File: config.mk
export PLATFORM = sky130hd
export DESIGN_NAME = unidad_control
export DESIGN_NICKNAME = d
export VERILOG_FILES = /design/src/rtl/unidad_control.sv
export SDC_FILE = /design/constraint.sdc
export NUM_CORES = 1
export LEC_CHECK = 0
export ABC_CLOCK_PERIOD_IN_PS = 2100
export CAP_MARGIN = 20
export CORE_ASPECT_RATIO = 0.75
export CORE_MARGIN = 1
export CORE_UTILIZATION = 40
export CTS_CLUSTER_SIZE = 40
export DETAILED_ROUTE_END_ITERATION = 16
export PLACE_DENSITY = 0.8
export RECOVER_POWER = 25
export SETUP_SLACK_MARGIN = 0.1
export SLEW_MARGIN = 25
export SYNTH_ARGS = -nofsm -noshare
export SYNTH_HDL_FRONTEND = slang
export SYNTH_SLANG_ARGS = --single-unit
File: constraint.sdc
create_clock -name Clock -period 2.1 [get_ports Clock]
set_clock_uncertainty 0.05 [all_clocks]
set_input_delay 0.42 -clock Clock [delete_from_list [all_inputs] [get_ports Clock]]
set_output_delay 0.42 -clock Clock [all_outputs]
set_load 0.005 [all_outputs]
File: src/rtl/unidad_control.sv
// Multi-cycle control unit: IDLE/FETCH/DECODE/EXEC/MEM sequencer for an
// 8-bit accumulator-style datapath with a bounded data-memory wait.
`timescale 1ns/1ps
module unidad_control #(
  parameter int unsigned TIMEOUT = 15
) (
  input  logic       Clock,
  input  logic       Reset,
  input  logic       Start,
  input  logic [7:0] Instruction,
  input  logic       Zero,
  input  logic       Mem_Ready,
  output logic       PC_Enable,
  output logic       PC_Load,
  output logic       IR_Enable,
  output logic       RegA_Enable,
  output logic       RegB_Enable,
  output logic       Data_Sel,
  output logic [1:0] ALU_Op,
  output logic       Mem_Read,
  output logic       Mem_Write,
  output logic       Halted,
  output logic       Illegal,
  output logic       Timeout_Err,
  output logic [2:0] State
);

  localparam logic [2:0] S_IDLE   = 3'd0;
  localparam logic [2:0] S_FETCH  = 3'd1;
  localparam logic [2:0] S_DECODE = 3'd2;
  localparam logic [2:0] S_EXEC   = 3'd3;
  localparam logic [2:0] S_MEM    = 3'd4;

  localparam logic [3:0] OP_NOP = 4'd0;
  localparam logic [3:0] OP_LD  = 4'd1;
  localparam logic [3:0] OP_ST  = 4'd2;
  localparam logic [3:0] OP_ADD = 4'd3;
  localparam logic [3:0] OP_SUB = 4'd4;
  localparam logic [3:0] OP_JMP = 4'd5;
  localparam logic [3:0] OP_JZ  = 4'd6;
  localparam logic [3:0] OP_HLT = 4'd7;
  localparam logic [3:0] OP_AND = 4'd8;
  localparam logic [3:0] OP_OR  = 4'd9;

  localparam logic [7:0] LP_TIMEOUT = 8'(TIMEOUT);

  logic [2:0] r_state;
  logic [3:0] r_opcode;
  logic       r_reg_sel;
  logic [7:0] r_count;
  logic [2:0] w_next;
  logic [1:0] w_alu_op;
  logic       w_is_ld;
  logic       w_timeout;
  logic       w_unused_bits;

  // Only opcode and register select are architectural; the low bits are don't-care.
  assign w_unused_bits = ^Instruction[2:0];
  assign w_is_ld       = (r_opcode == OP_LD);
  assign w_timeout     = (r_count >= LP_TIMEOUT);
  assign State         = r_state;

  always_comb begin
    w_alu_op = 2'b00;
    case (r_opcode)
      OP_ADD:  w_alu_op = 2'b00;
      OP_SUB:  w_alu_op = 2'b01;
      OP_AND:  w_alu_op = 2'b10;
      OP_OR:   w_alu_op = 2'b11;
      default: w_alu_op = 2'b00;
    endcase
  end

  always_comb begin
    w_next      = r_state;
    PC_Enable   = 1'b0;
    PC_Load     = 1'b0;
    IR_Enable   = 1'b0;
    RegA_Enable = 1'b0;
    RegB_Enable = 1'b0;
    Data_Sel    = 1'b0;
    ALU_Op      = 2'b00;
    Mem_Read    = 1'b0;
    Mem_Write   = 1'b0;
    Halted      = 1'b0;
    Illegal     = 1'b0;
    Timeout_Err = 1'b0;
    case (r_state)
      S_IDLE: begin
        Halted = 1'b1;
        if (Start) w_next = S_FETCH;
      end
      S_FETCH: begin
        IR_Enable = 1'b1;
        w_next    = S_DECODE;
      end
      S_DECODE: begin
        case (r_opcode)
          OP_NOP: begin
            PC_Enable = 1'b1;
            w_next    = S_FETCH;
          end
          OP_LD, OP_ST:                  w_next = S_MEM;
          OP_ADD, OP_SUB, OP_AND, OP_OR: w_next = S_EXEC;
          OP_JMP: begin
            PC_Load = 1'b1;
            w_next  = S_FETCH;
          end
          OP_JZ: begin
            PC_Load   = Zero;
            PC_Enable = ~Zero;
            w_next    = S_FETCH;
          end
          OP_HLT: begin
            PC_Enable = 1'b1;
            w_next    = S_IDLE;
          end
          default: begin
            Illegal   = 1'b1;
            PC_Enable = 1'b1;
            w_next    = S_FETCH;
          end
        endcase
      end
      S_EXEC: begin
        ALU_Op      = w_alu_op;
        RegA_Enable = ~r_reg_sel;
        RegB_Enable = r_reg_sel;
        PC_Enable   = 1'b1;
        w_next      = S_FETCH;
      end
      S_MEM: begin
        // Timeout wins over a late Mem_Ready: the access is abandoned, PC untouched.
        if (w_timeout) begin
          Timeout_Err = 1'b1;
          w_next      = S_IDLE;
        end else begin
          Mem_Read  = w_is_ld;
          Mem_Write = ~w_is_ld;
          if (Mem_Ready) begin
            PC_Enable   = 1'b1;
            Data_Sel    = w_is_ld;
            RegA_Enable = w_is_ld & ~r_reg_sel;
            RegB_Enable = w_is_ld & r_reg_sel;
            w_next      = S_FETCH;
          end
        end
      end
      default: w_next = S_IDLE;
    endcase
  end

  always_ff @(posedge Clock) begin
    if (Reset) begin
      r_state   <= S_IDLE;
      r_opcode  <= 4'd0;
      r_reg_sel <= 1'b0;
      r_count   <= 8'd0;
    end else begin
      r_state <= w_next;
      if (r_state == S_FETCH) begin
        r_opcode  <= Instruction[7:4];
        r_reg_sel <= Instruction[3];
      end
      // Counts completed MEM wait cycles; cleared whenever MEM is left or not yet entered.
      r_count <= ((r_state == S_MEM) && (w_next == S_MEM)) ? r_count + 8'd1 : 8'd0;
    end
  end

endmodule

; ---- Word level (Yosys, flattened, before mapping)
; Index checks and enable logic that the tools add are counted.
[totals]
elab_cells = 66
out_inout_bits = 16
input_bits = 13
register_bits = 16
[classes]
n_reduce_logical = 8
eq_ne = 14
n_bitwise = 6
magnitude_cmp = 1
mux = 32
n_addsub = 1
[ops]
columns = op, count
row1 = $mux W1, 20
row2 = $eq A4 B3 Y1 const B, 4
row3 = $pmux W3 S5, 1
row4 = $reduce_or A10 Y1, 1
row5 = $mux W3, 3
row6 = $pmux W3 S3, 1
row7 = $add A8 B1 Y8 const B, 1
row8 = $eq A4 B2 Y1 const B, 2
row9 = $eq A4 B4 Y1 const B, 2
row10 = $ge A8 B4 Y1 const B, 1
row11 = $pmux W1 S2, 4
row12 = $reduce_or A7 Y1, 1
row13 = $eq A3 B2 Y1 const B, 2
row14 = $eq A3 B3 Y1 const B, 2
row15 = $pmux W2 S3, 1
row16 = $eq A4 B1 Y1 const B, 1
row17 = $logic_not A4 Y1, 1
row18 = $not A1 Y1, 4
row19 = $reduce_or A2 Y1, 2
row20 = $reduce_or A4 Y1, 1
row21 = $eq A3 B1 Y1 const B, 1
row22 = $logic_not A3 Y1, 1
row23 = $pmux W1 S3, 1
row24 = $and A1 B1 Y1, 2
row25 = 2 further kinds, 2

; ---- Depth between registers and ports, before layout
; Gate-level depths: netlist of the first run.
[depth]
word_depth = 8
depth_mapped = 5
depth_no_buf = 4

; ---- Least setup slack after synthesis of the first run
; OpenSTA, ideal clock, no wires.
[synth_timing]
path_type = register to output
start = reg r_state[2], in the netlist State[2]
end = out RegB_Enable
n_path_buf = 1
path_stages_with_launch = 6
setup_slack_ns = 0.057
arrival_time_ns = 1.573
required_time_ns = 1.630
path_cell_list = dfxtp_1 or3b_1 buf_6 a311oi_1 a31oi_1 nor2b_1
[synth_between]
elab_chain_cells = 2
elab_cells_between_ends = 3
cone_classes = eq/ne: 2 / mux: 1
[synth_rtl]
columns = item, line
row1 = "start, declared", 47  ; logic [2:0] r_state;
row2 = "start signal, assigned", 160  ; r_state <= w_next;
row3 = $eq A3 B3 Y1 or $eq A3 B2 Y1 (tied branches), 88  ; case (r_state)
row4 = $pmux W1 S2 (*), 88
row5 = "end, declared", 17  ; output logic RegB_Enable,
; Mark *: on every way between the ends. The rest lies on a longest branch, timed or not.

; ---- Final worst setup path of the first run
[layout_timing]
start = reg r_count[6]
end = out Mem_Write
[layout_between]
elab_chain_cells = 3
[layout_rtl]
columns = item, line
row1 = "start, declared", 50  ; logic [7:0] r_count;
row2 = "start signal, assigned", 166  ; r_count <= ((r_state == S_MEM) && (w_next == S_MEM)) ? r_count + 8'd1 : 8'd0;
row3 = $ge A8 B4 Y1, 60  ; assign w_timeout = (r_count >= LP_TIMEOUT);
row4 = $mux W1, 134  ; if (w_timeout) begin
row5 = $mux W1, 88
row6 = "end, declared", 21  ; output logic Mem_Write,
; No other way between the ends.

==> results of run 1 <==
==> layout by cell type, fill, tap and decap left out, types with 4 or more instances in the layout <==
cell	synthesis	final
buf_2	0	6
buf_4	0	19
buf_6	1	4
clkdlybuf4s50_1	0	12
conb_1	1	4
dfxtp_1	16	15
mux2i_1	6	6
nor2_1	13	10
o21ai_0	4	4
==> metal layers <==
metal  GRT usage (%)  vias to the layer above  wire, um
li1                -                      432         -
met1            30.1                      417      1050
met2            33.0                       25      1100
met3            6.59                        6       119
met4            6.15                        0        40
met5               0                        -         0
==> registers in the layout, summed over array words and instances (netlist names) <==
register	flops
r_opcode	4
r_reg_sel	1
r_count	8
State	3
==> power groups by stage <==
| stage | clock [uW] | combinational [uW] | sequential [uW] |
|---|---|---|---|
| after CTS | 204 | 160 | 324 |
| final | 199 | 159 | 325 |
| after detailed placement | 0 | 149 | 331 |
| after floorplan | 0 | 68.2 | 335 |
| after global placement | 0 | 147 | 330 |
| after global routing | 219 | 172 | 326 |
==> worst max path at each step <==
stage | startpoint | to | slack, ns | cells after the start
floorplan | State[2] | RegB_Enable | 0.13 | 5
global placement | r_count[6] | Mem_Write | -0.28 | 5
detailed placement | r_count[6] | Mem_Write | -0.36 | 5
CTS | r_count[4] | RegB_Enable | -0.34 | 6
global route | r_count[6] | RegB_Enable | -0.41 | 6
finish | r_count[6] | Mem_Write | -0.31 | 6
==> metrics by stage <==
step	utilization, %	hold slack, ns	worst slack, ns	cells	setup TNS (ns)
2_1_floorplan	-	0.392	0.131	94	0
3_3_place_gp	67.8	0.450	-0.278	155	-1.60
3_5_place_dp	67.8	0.475	-0.359	155	-1.81
4_1_cts	72.9	0.494	-0.342	163	-1.61
5_1_grt	75.6	0.515	-0.414	164	-2.76
6_report	75.6	0.486	-0.312	164	-1.92
==> kinds of logic (layout without fill, tap and decap cells) <==
kind of cell    after synthesis  after routing  share of synthesized area, %
compound gates               15             15                          13.2
other cells                   1              4                         0.449
fa+ha+maj                     1              1                          1.50
buf+inv                       6             54                          3.60
simple gates                 43             43                          32.5
mux                           6              6                          7.20
flops                        16             16                          38.4
xor+xnor                      3              3                          3.15
==> cells in the mapped netlist, drive strengths merged, types with 2 or more instances <==
master | number | area (sq um)
dfxtp | 16 | 320
nor2 | 13 | 48.8
mux2i | 6 | 60.1
nor4 | 5 | 56.3
clkbuf | 4 | 15.0
nor2b | 4 | 25.0
o21ai | 4 | 20.0
a21oi | 3 | 15.0
a31oi | 3 | 18.8
nor3 | 3 | 15.0
nor3b | 3 | 22.5
nand2 | 2 | 7.51
nand2b | 2 | 12.5
or3b | 2 | 17.5
xnor2 | 2 | 17.5
==> critical path, stage by stage, from the launching register on <==
cell	delay, ns
dfxtp_1	0.31
or4_4	0.55
buf_4	0.15
buf_6	0.11
a311o_2	0.32
nor2_2	0.09
buf_2	0.13
==> area by class of cell <==
| class | count | share of cell area [%] |
|---|---|---|
| flip-flops and latches | 16 | 23.1 |
| clock buffers | 4 | 2.61 |
| multi-input cells | 72 | 43.7 |
| inverters | 1 | 0.270 |
| repair buffers | 49 | 28.4 |
| well taps | 22 | 1.98 |
==> timing repair <==
action	CTS	global route
pin swaps	7	7
hold buffers	0	0
endpoints found under the setup margin	17	15
resized for setup	49	15
hold endpoints to repair	0	0
setup buffers	4	1
gates cloned	0	0
==> metrics.md, run 1 <==
| Metric | Value |
|---|---|
| Post-route ant nets | 0 |
| Final instance area | 0.00139 sq mm |
| Pwr Density | 491 mW/mm^2 |
| Total CTS buffers | 3 |
| Area Growth Syn to Fin | 66.6% |
| Num ports | 29 |
| Routed wire length | 2300 um |
| Register area | 322 sq um |
| GP Congestion | 0.802 |
| Number of diodes | 0 |
| Avg WL per Cell | 14.0 um |
| FF+latch count, synth | 16 |
| Die width | 54.7 um |
| Max-slew violations | 0 |
| Final worst slack | -0.312 ns |
| Unrepaired setup endpoints after global routing | yes |
| Total die area | 0.00227 sq mm |
| Register-to-register setup slack | -0.10 ns |
| Final critical-path required period | 2.41 ns |
| Primary FF master, synth | dfxtp_1 |
| Hold endpoint | r_count[0] |
| Lkg Pwr | 0.000565 uW |
| Crit Path Max Fanout | 2 |
| Min-Delay Path Class | reg -> reg |
| Ys async rst share | 0% |
| DR iter-0 viols | 23 |
| Peak Freq | 0.415 GHz |
| CTS Buffer Depth | 2 |
| Worst flop-to-flop path startpoint | r_count[6] |
| Post-synthesis cell count | 91 |
| Sequential share of power | 47.6% |
| DIE HEIGHT | 41.6 um |
| Post-Syn Area | 835 sq um |
| CTS tree | done |
| Core area | 0.00184 sq mm |
| CP Capture Type | primary output |
| Clock network power share | 29.1% |
| Sw frac | 25.5% |
| Reg2Reg Depth | 7 |
| NetSw | 174 uW |
| R2R Path End | r_count[1] |
| Post-synth EDFFs | 0 |
| Global-route wire length before repair | 3620 um |
| Comb power frac | 23.3% |
| Cell row count | 13 |
| Fillers | 151 |
| WHS Path Cells | 2 |
| Final HPWL DP | 1560 um |
| Design Power | 682 uW |
| Max-cap violations | 0 |
| Post-route clock period utilization | 115% |
| DR vias/cell | 5.37 |
| Failing checks | negative setup slack |
| Post-Syn Area per Cell | 9.17 sq um |
| Detailed Routing Iterations Pass 1 | 4 |
| Num Clock Sinks | 16 |
| Port Buf Inserts | 25 |
| Seq/Total Area, Yosys | 38.4% |
| WP data arrival | 1.94 ns |
| Final hold vios | 0 |
| WS Path Type | reg -> out |
| Slew of the pin with the lowest slew margin | 0.519 ns |
| Peak VDD IR | 0.000364 V |
| Int Power | 508 uW |
| Initial antenna violation count | 0 |
| Layout cells sized above 1 | 40.8% |
| Final setup violation count | 10 |
| All-Layer GR Usage | 22.1% |
| Relative slew margins | 64.9% |
| Placement Cell Area | 0.00125 sq mm |
| Post-synth cell types | 36 |
| Root buf cell | clkbuf_4 |
| Min-Delay Startpoint | r_count[0] |
| H-tree Lvls | 1 |
| DRC | 0 |
| Vias in the first global route | 797 |
| Largest net degree at the start of global routing | 12 |
| Worst-Skew Late Latency | 0.28 ns |
| Synthesis Warnings | 0 |
| Multi-input gate area | 607 sq um |
| Gr ovfl total | 0 |
| CP required | 1.63 ns |
| Net count, final | 157 |
| Clk slew on worst S/H paths | 0.09 ns |
| Outcome | finished, violations left |
| Initial core utilization | 45.4% |
| Startpoint Class | register |
| DR vias | 880 |
(Power assumes the default switching activity.)
==> run 2: changes to the inputs <==
==> constraint.sdc (replaced) <==
create_clock -name Clock -period 2.1 [get_ports Clock]
set_clock_uncertainty 0.05 [all_clocks]
set_input_delay 0.21 -clock Clock [delete_from_list [all_inputs] [get_ports Clock]]
set_output_delay 0.21 -clock Clock [all_outputs]
set_load 0.005 [all_outputs]
==> run 2 against run 1 <==
The flow still finishes with violations (negative setup slack). Critical path depth is 1 higher. Clock-buffer cell count stayed put. Final area down 5.8%. Worst hold slack worse by 0.044 ns. Global-route usage down 1.5 points. Sequential share of layout area up 1.7 points. Sequential cell count did not move. Register-to-register slack better by 0.05 ns. Via count down 4.1%. Final cell count fell by 4.3%. Die area unchanged.
==> metrics.md, run 2 (synthesis results as in run 1) <==
| Metric | Value |
|---|---|
| Outcome | finished, violations left (unchanged) |
| Failing checks | negative setup slack (unchanged) |
| DR iter-0 viols | 17 (was 23) |
| Pwr Density | 515 mW/mm^2 (was 491 mW/mm^2) |
| Die width | 54.7 um (unchanged) |
| Final setup violation count | 6 (was 10) |
| Commonest non-fill, non-tap cell in the layout | clkdlybuf4s50_1 (was buf_4) |
| WS Path Type | reg -> out (unchanged) |
| Layout cells sized above 1 | 32.6% (was 40.8%) |
| Clk slew on worst S/H paths | 0.09 ns (about the same) |
| Gr ovfl total | 0 (unchanged) |
| Startpoint Class | register (unchanged) |
| All-Layer GR Usage | 20.5% (was 22.1%) |
| Placement Cell Area | 0.00121 sq mm (was 0.00125 sq mm) |
| Avg WL per Cell | 14.4 um (was 14.0 um) |
| CTS Hold Bufs | 0 (unchanged) |
| Num ports | 29 (unchanged) |
| Min-Delay Path Class | reg -> reg (unchanged) |
| Reg with most FFs | r_count (unchanged) |
| DR vias | 844 (was 880) |
| Placed insts | 151 (was 155) |
| CP Capture Type | primary output (unchanged) |
| H-tree Lvls | 1 (unchanged) |
| R2R Path End | r_count[3] (was r_count[1]) |
| CTS tree | done (unchanged) |
| Post-route ant nets | 0 (unchanged) |
| Final worst slack | -0.0975 ns (was -0.312 ns) |
| Multi-input gate area | 564 sq um (was 607 sq um) |
| Unrepaired setup endpoints after global routing | yes (unchanged) |
| Most frequent cells in the layout | clkdlybuf4s50_1, buf_4, dfxtp_1, nor2_1, mux2i_1 (was buf_4, dfxtp_1, clkdlybuf4s50_1) |
| Total die area | 0.00227 sq mm (unchanged) |
| Crit path to | RegB_Enable (was Mem_Write) |
| Number of diodes | 0 (unchanged) |
| Cell row count | 13 (unchanged) |
| Non-filler instance count after layout | 157 (was 164) |
| Lkg Pwr | 0.000540 uW (was 0.000565 uW) |
| Post-route clock period utilization | 105% (was 115%) |
| GP Congestion | 0.845 (was 0.802) |
| DR vias/cell | 5.38 (was 5.37) |
| WP data arrival | 1.94 ns (about the same) |
| Routed wire length | 2270 um (was 2300 um) |
| Largest net degree at the start of global routing | 11 (was 12) |
| Detailed Routing Iterations Pass 1 | 4 (unchanged) |
| Max FFs per register | 8 (unchanged) |
| Reg2Reg Depth | 6 (was 7) |
| Net count, final | 150 (was 157) |
| Crit Path Max Fanout | 2 (unchanged) |
| DIE HEIGHT | 41.6 um (unchanged) |
| WHS Path Cells | 1 (was 2) |
| Vias in the first global route | 754 (was 797) |
| Max-cap violations | 0 (unchanged) |
| Port Buf Inserts | 25 (unchanged) |
| Peak Freq | 0.455 GHz (was 0.415 GHz) |
| Final HPWL DP | 1560 um (about the same) |
| Root buf cell | clkbuf_4 (unchanged) |
| Initial antenna violation count | 0 (unchanged) |
| Max-slew violations | 0 (unchanged) |
| CTS Buffer Depth | 2 (unchanged) |
| CP startpoint | r_count[4] (was r_count[6]) |
| Worst flop-to-flop path startpoint | r_count[4] (was r_count[6]) |
| Total CTS buffers | 3 (unchanged) |
| Peak VDD IR | 0.000418 V (was 0.000364 V) |
| Relative slew margins | 56.7% (was 64.9%) |
| Final instance area | 0.00131 sq mm (was 0.00139 sq mm) |
| DRC | 0 (unchanged) |
| Pre-CTS setup slack | -0.142 ns (was -0.359 ns) |
| Worst-Skew Late Latency | 0.28 ns (about the same) |
| Final core occ | 71.3% (was 75.6%) |
| Area Growth Syn to Fin | 57.0% (was 66.6%) |
| Register-to-register setup slack | -0.05 ns (was -0.10 ns) |
| Global-route wire length before repair | 3400 um (was 3620 um) |
| Final hold vios | 0 (unchanged) |
| Final critical-path required period | 2.20 ns (was 2.41 ns) |
| Register area | 325 sq um (was 322 sq um) |
| CP required | 1.84 ns (was 1.63 ns) |
| Worst hold slack | 0.442 ns (was 0.486 ns) |
| Initial core utilization | 45.4% (unchanged) |
| Num Clock Sinks | 16 (unchanged) |
| Slew of the pin with the lowest slew margin | 0.641 ns (was 0.519 ns) |
| Fillers | 148 (was 151) |
| Core area | 0.00184 sq mm (unchanged) |
-- run 2: cell types whose count changed in the layout (fill, tap and decap cells not counted), moves of 2 or more --
cell,change
nor2_2,-2
dfxtp_2,+3
buf_4,-6
nor3_1,+3
nor2_1,+2
clkdlybuf4s50_1,+3
clkbuf_2,-2
nor3_2,-3
dfxtp_1,-3
-- run 2: per-stage QoR --
step / power [uW] / setup TNS (ns)
2_1_floorplan: 403 / 0
3_3_place_gp: 471 / -0.198
3_5_place_dp: 474 / -0.346
4_1_cts: 671 / -0.461
5_1_grt: 711 / -1.11
6_report: 675 / -0.327
-- run 2: worst max-delay path, stage by stage (launching register included) --
cell and delay (ns):
dfxtp_1 0.31, or4_4 0.54, a311oi_2 0.23, buf_4 0.16, buf_6 0.10, a31oi_4 0.07, nor2b_1 0.12, buf_2 0.12
-- run 2: layer usage --
| metal | up-vias | share of wire [%] | track usage (%) |
|---|---|---|---|
| met1 | 402 | 48 | 29.4 |
| li1 | 419 | - | - |
| met3 | 0 | 4.3 | 5.49 |
| met5 | - | 0 | 0 |
| met4 | 0 | 0 | 3.08 |
| met2 | 23 | 47 | 30.8 |
-- run 2: timing repair --
action | 4_1_cts | 5_1_grt
cloned | 0 | 0
setup endpoints to repair | 13 | 15
resized for setup | 36 | 11
pin swaps | 5 | 6
buffers inserted | 2 | 0
hold endpoints to repair | 0 | 0
-- run 2: worst min path at each step --
| stage | startpoint | end | slack, ns |
|---|---|---|---|
| after floorplan | Reset | r_opcode[0] | 0.23 |
| after global placement | r_count[0] | r_count[0] | 0.41 |
| after detailed placement | r_count[0] | r_count[0] | 0.41 |
| after CTS | r_count[0] | r_count[0] | 0.43 |
| after global routing | r_count[0] | r_count[0] | 0.47 |
| final | r_count[0] | r_count[0] | 0.44 |
-- run 2: report_power, final --
part	internal, uW	switching, uW	leakage (uW)	total (uW)
clock network	106	95.0	0.0000210	201
logic	77.9	65.9	0.000387	144
registers	319	11.4	0.000133	330
-- run 2: cell type report --
| cell class | count | area share [%] |
|---|---|---|
| Clock buffer | 4 | 2.77 |
| Inverter | 1 | 0.287 |
| Multi-Input combinational cell | 72 | 43.1 |
| Sequential cell | 16 | 24.8 |
| Tap cell | 22 | 2.10 |
| Timing Repair Buffer | 42 | 26.9 |
==> run 3: changes to the inputs <==
--- a/config.mk
+++ b/config.mk
@@ -15,7 +15,6 @@
 export PLACE_DENSITY = 0.8
 export RECOVER_POWER = 25
 export SETUP_SLACK_MARGIN = 0.1
-export SLEW_MARGIN = 25
 export SYNTH_ARGS = -nofsm -noshare
 export SYNTH_HDL_FRONTEND = slang
 export SYNTH_SLANG_ARGS = --single-unit
==> results of run 3 <==
Final layout, timing and power as in run 2 (identical DEF).
